<file path="config.mk">
export PLATFORM = sky130hd
export DESIGN_NAME = receptor_ps2
export DESIGN_NICKNAME = d
export VERILOG_FILES = /design/src/rtl/receptor_ps2.sv
export SDC_FILE = /design/constraint.sdc
export NUM_CORES = 1
export LEC_CHECK = 0
export ABC_AREA = 0
export CAP_MARGIN = 10
export CORE_AREA = 3 3 73 75
export CTS_CLUSTER_DIAMETER = 100
export CTS_CLUSTER_SIZE = 24
export DETAILED_ROUTE_END_ITERATION = 6
export DIE_AREA = 0 0 76 78
export PLACE_DENSITY = 0.69
export SLEW_MARGIN = 20
export SYNTH_ARGS = -nofsm -noshare
export SYNTH_HDL_FRONTEND = slang
export SYNTH_SLANG_ARGS = --single-unit
</file>
<file path="constraint.sdc">
create_clock -name clock -period 1.78 [get_ports clock]
set_input_delay 0.178 -clock clock [delete_from_list [all_inputs] [get_ports clock]]
set_output_delay 0.178 -clock clock [all_outputs]
set_load 0.02 [all_outputs]
</file>
<file path="src/rtl/receptor_ps2.sv">
// PS/2 keyboard receiver: pin sync, clock deglitch, 11-bit framing, odd parity, timeout, F0 break prefix.
// Latency: dato/dato_listo (or error_trama) one clock after the stop-bit flanco; no backpressure, strobe output.
module receptor_ps2 #(
  parameter int FILTRO_LEN  = 4,
  parameter int TIMEOUT_CYC = 5000
) (
  input  logic       clock,
  input  logic       reset,
  input  logic       ps2_clk,
  input  logic       ps2_data,
  output logic [7:0] dato,
  output logic       dato_listo,
  output logic       liberada,
  output logic       error_trama
);

  localparam int FW = $clog2(FILTRO_LEN + 1);
  localparam int TW = $clog2(TIMEOUT_CYC + 1);

  typedef enum logic [1:0] {IDLE, DATOS, PARIDAD, PARADA} estado_t;

  logic          clk_s1_q, clk_s1_d, clk_s2_q, clk_s2_d;
  logic          dat_s1_q, dat_s1_d, dat_s2_q, dat_s2_d;
  logic          clk_filt_q, clk_filt_d;
  logic [FW-1:0] filt_cnt_q, filt_cnt_d;
  logic          flanco_q, flanco_d;
  estado_t       estado_q, estado_d;
  logic [2:0]    bit_cnt_q, bit_cnt_d;
  logic [7:0]    shift_q, shift_d;
  logic          par_q, par_d;
  logic          brk_q, brk_d;
  logic [TW-1:0] to_cnt_q, to_cnt_d;
  logic [7:0]    dato_q, dato_d;
  logic          listo_q, listo_d;
  logic          lib_q, lib_d;
  logic          err_q, err_d;

  always_comb begin
    clk_s1_d   = ps2_clk;
    clk_s2_d   = clk_s1_q;
    dat_s1_d   = ps2_data;
    dat_s2_d   = dat_s1_q;
    clk_filt_d = clk_filt_q;
    filt_cnt_d = filt_cnt_q;
    estado_d   = estado_q;
    bit_cnt_d  = bit_cnt_q;
    shift_d    = shift_q;
    par_d      = par_q;
    brk_d      = brk_q;
    dato_d     = dato_q;
    lib_d      = lib_q;
    listo_d    = 1'b0;
    err_d      = 1'b0;

    // filt_cnt counts consecutive samples that disagree with the filtered level
    if (clk_s2_q == clk_filt_q) begin
      filt_cnt_d = '0;
    end else if (filt_cnt_q == FW'(FILTRO_LEN - 1)) begin
      clk_filt_d = clk_s2_q;
      filt_cnt_d = '0;
    end else begin
      filt_cnt_d = filt_cnt_q + FW'(1);
    end
    flanco_d = clk_filt_q & ~clk_filt_d;

    to_cnt_d = (flanco_q || estado_q == IDLE) ? '0 : to_cnt_q + TW'(1);

    case (estado_q)
      IDLE: begin
        if (flanco_q && !dat_s2_q) begin
          estado_d  = DATOS;
          bit_cnt_d = '0;
        end
      end
      DATOS: begin
        if (flanco_q) begin
          shift_d   = {dat_s2_q, shift_q[7:1]};
          bit_cnt_d = bit_cnt_q + 3'd1;
          if (bit_cnt_q == 3'd7) estado_d = PARIDAD;
        end
      end
      PARIDAD: begin
        if (flanco_q) begin
          par_d    = dat_s2_q;
          estado_d = PARADA;
        end
      end
      PARADA: begin
        if (flanco_q) begin
          estado_d = IDLE;
          if (dat_s2_q && ^{shift_q, par_q}) begin
            if (shift_q == 8'hF0) begin
              brk_d = 1'b1;
            end else begin
              dato_d  = shift_q;
              lib_d   = brk_q;
              brk_d   = 1'b0;
              listo_d = 1'b1;
            end
          end else begin
            err_d = 1'b1;
            brk_d = 1'b0;
          end
        end
      end
      default: estado_d = IDLE;
    endcase

    // a stalled frame is dropped; dato is left untouched
    if (!flanco_q && estado_q != IDLE && to_cnt_q == TW'(TIMEOUT_CYC - 1)) begin
      estado_d = IDLE;
      err_d    = 1'b1;
    end
  end

  always_ff @(posedge clock) begin
    if (reset) begin
      clk_s1_q   <= 1'b1;
      clk_s2_q   <= 1'b1;
      dat_s1_q   <= 1'b1;
      dat_s2_q   <= 1'b1;
      clk_filt_q <= 1'b1;
      filt_cnt_q <= '0;
      flanco_q   <= 1'b0;
      estado_q   <= IDLE;
      bit_cnt_q  <= '0;
      shift_q    <= '0;
      par_q      <= 1'b0;
      brk_q      <= 1'b0;
      to_cnt_q   <= '0;
      dato_q     <= '0;
      listo_q    <= 1'b0;
      lib_q      <= 1'b0;
      err_q      <= 1'b0;
    end else begin
      clk_s1_q   <= clk_s1_d;
      clk_s2_q   <= clk_s2_d;
      dat_s1_q   <= dat_s1_d;
      dat_s2_q   <= dat_s2_d;
      clk_filt_q <= clk_filt_d;
      filt_cnt_q <= filt_cnt_d;
      flanco_q   <= flanco_d;
      estado_q   <= estado_d;
      bit_cnt_q  <= bit_cnt_d;
      shift_q    <= shift_d;
      par_q      <= par_d;
      brk_q      <= brk_d;
      to_cnt_q   <= to_cnt_d;
      dato_q     <= dato_d;
      listo_q    <= listo_d;
      lib_q      <= lib_d;
      err_q      <= err_d;
    end
  end

  assign dato        = dato_q;
  assign dato_listo  = listo_q;
  assign liberada    = lib_q;
  assign error_trama = err_q;

endmodule

</file>
==> impl_results.md <==
* Skew-Pair Late Insertion Delay at approximately 300 ps
* Clk sinks at 48
* HP Class: reg2reg
* Cts hold-fix bufs at 0
* Yosys reg bits at between 40 and 50
* Post-Syn Nets at 248
* Status: completed
* Critical path class: reg2reg
* Fmax at between 500 and 600 MHz
* Die span in x at roughly 76 microns
* Die area at a little under 6000 sq um
* Clk_skew at approximately 9.8 ps
* Max-Cap Viols at 0
* Clk slew on worst S/H paths at ~90 ps
* Die height at 78 microns
* Vias per inst at between 4 and 5
* First-pass DRT Iterations at 4
* CTS tree: done
* Core area at 4720 sq um
* Total GRT Usage at 0.132
* Initial Util at 0.450
* Hpwl dp at 2470 microns
* Period utilization at 0.950
* Lkg Pwr at around 0.9 nW
* Sw frac at 0.213
* Routed len/inst at about 12 microns
* Sequential share of power at 0.604
* Initial antenna violation count at 0
* Final core occ at 0.539
* Internal at between 1 and 1.5 mW
* Drc violations at 0
* Worst-Margin Slew at 588 ps
* Final ANT Viol Nets at 0
* Net count, final at 269
* Post-synth cell types at 37
* PortBufs at 14
* Routability-driven placement congestion ratio at between 0.7 and 0.8
* Worst IR Drop VDD at between 400 and 500 uV
* Startpoint types: flip-flop
* Switching Power at 0.381 mW
* Synth Instances at roughly 230
* Vias in the first global route at approximately 1,500
* Final Max Tran Viols at 0
* Required @ worst endpoint at slightly below 2000 ps
* Syn avg cell area at 9.08 sq um
* Largest net degree at the start of global routing at 22
* Filler Cell Count at approximately 430
* CTS buffer count at 5
* Fin worst setup slack at a little under 90 ps
* Placed insts at around 310
* IO Count at 15
* Share of layout cells above drive strength 1 at 0.133
* Clock share of power at 0.367
* Mapped Area at about 2100 sq um
* Row count at 25
* Slew headroom at 0.607
* Drt first-iter violations at a little over 90
* Comb pwr share at 0.030
* Global-route wire length before repair at between 6000 and 7000 microns
* GR Overflow Total at 0
* Crit Path Max Fanout at 5
* Diodes inserted at 0
* Area growth syn-to-layout at 19.7%
* WL final at 3820 microns
* Final Hold Vio Count at 0
* Cell Count, Final, Fillers Out at 323
* CTS root buf: clkbuf_8
* Power per cell area at between 700 and 800 nW/um^2
* CTS Buffer Depth at 2
* Setup TNS at 0 ps
* CP arrival at about 1900 ps
* Worst setup EP type: flip-flop
* Register area share after synthesis at 0.452
* Pre-CTS setup slack at roughly 17 ps
* Vias at 1,582
* Final setup viols at 0
* H-Tree Depth at 2
* YS warnings at 0
* Tmin final at ~1700 ps
==> cell usage after synthesis (all sizes together) <==
master,n,share of area
nand3,12,0.028
a2111oi,2,0.0082
nor4,1,0.0029
nor2,17,0.030
nor4b,1,0.0041
inv,11,0.019
nand4,4,0.012
a31oi,1,0.0029
mux2,1,0.0071
or2,4,0.012
a21oi,15,0.035
xnor2,10,0.041
nor3b,1,0.0035
nand2b,1,0.0029
nand2,38,0.067
o2111ai,2,0.0082
buf,2,0.0076
nor3,6,0.014
dfxtp,48,0.45
nor2b,4,0.012
and4bb,1,0.0059
xor3,1,0.011
mux2i,11,0.052
o221ai,1,0.0041
and2,1,0.0029
nor4bb,2,0.0094
a21o,1,0.0035
xor2,3,0.012
xnor3,2,0.021
and3,1,0.0029
o21ai,4,0.0094
ha,10,0.059
or3,5,0.015
a211oi,1,0.0035
clkbuf,8,0.014
o211ai,1,0.0035
==> power by group through the flow <==
stage	Clock [mW]	Combinational [mW]	Sequential, mW
after floorplan	0	0.0321	1.11
after global placement	0	0.0521	1.11
after detailed placement	0	0.0525	1.11
after CTS	0.690	0.0526	1.08
after global routing	0.724	0.0596	1.08
final	0.656	0.0529	1.08
==> logic make-up (layout without fill, tap and decap cells) <==
family / after synthesis / count (layout) / synth area share
DFF: 48 / 48 / 0.452
muxes: 12 / 13 / 0.0589
adders and majority gates: 10 / 10 / 0.0589
and+or+nand+nor: 99 / 99 / 0.224
xor gates and xnor gates: 16 / 16 / 0.0859
AOI/OAI and AO/OA: 28 / 28 / 0.0789
buffers and inverters: 21 / 42 / 0.0412
==> critical path, stage by stage (launching register included) <==
cell and delay, ps:
dfxtp_2 420, xnor2_1 140, xnor3_2 500, mux2_4 370, and2_1 160
==> stage by stage <==
step | total power [mW] | hold slack (ps) | cell area, sq um
after floorplan | 1.14 | 282 | 2130
after global placement | 1.16 | 393 | 2360
after detailed placement | 1.16 | 394 | 2360
after CTS | 1.82 | 414 | 2450
after global routing | 1.87 | 433 | 2540
final | 1.79 | 413 | 2540
==> state kept, by name, summed over array words and instances (netlist names), 2 cells and up <==
register    cells
shift_q         8
filt_cnt_q      3
estado_q        2
bit_cnt_q       3
dato            8
to_cnt_q       13
==> layout make-up <==
type / instances / area, sq um / area share
Clock inverter: 2 / 10.0 / 0.00394
Clock buffer: 6 / 82.6 / 0.0325
Sequential cell: 48 / 968 / 0.381
Multi-Input combinational cell: 166 / 1150 / 0.452
Tap cell: 67 / 83.8 / 0.0330
Timing Repair Buffer: 23 / 208 / 0.0817
Inverter: 11 / 41.3 / 0.0162
==> layer usage <==
| metal | part of all wire | wire [microns] | vias to the layer above | GRT usage |
|---|---|---|---|---|
| met5 | 0 | 0 | - | 0 |
| met1 | 0.49 | 1880 | 718 | 0.163 |
| met4 | 0.020 | 78 | 0 | 0.0652 |
| met3 | 0.029 | 111 | 7 | 0.0313 |
| li1 | - | - | 841 | - |
| met2 | 0.46 | 1750 | 16 | 0.216 |
==> timing repair <==
item | 4_1_cts | 5_1_grt
resized for setup | 1 | 16
gates cloned | 0 | 1
endpoints found under the setup margin | 4 | 11
pin swaps | 0 | 6
buffers inserted | 0 | 2
==> cell usage in the layout (no fill, tap or decap), types with 5 or more instances in the layout <==
master	count
xnor2_1	10
nand3_1	12
buf_4	9
inv_1	11
dfxtp_1	44
or3_1	5
mux2i_1	11
nand2_1	37
clkdlybuf4s50_1	14
nor2_1	17
a21oi_1	15
clkbuf_8	6
nor3_1	6
ha_1	10
==> final timing paths <==
check / start / end / slack (ps) / cells past startpoint
hold reg to reg: dat_s1_q$_SDFF_PP1_ / dat_s2_q$_SDFF_PP1_ / 410 / 1
setup / recovery: shift_q[3]$_SDFFE_PP0P_ / dato_listo$_SDFF_PP0_ / 90 / 4
setup reg to reg: shift_q[3]$_SDFFE_PP0P_ / dato_listo$_SDFF_PP0_ / 90 / 4
hold / removal: dat_s1_q$_SDFF_PP1_ / dat_s2_q$_SDFF_PP1_ / 410 / 1
Power figures use the tool's default switching activity.
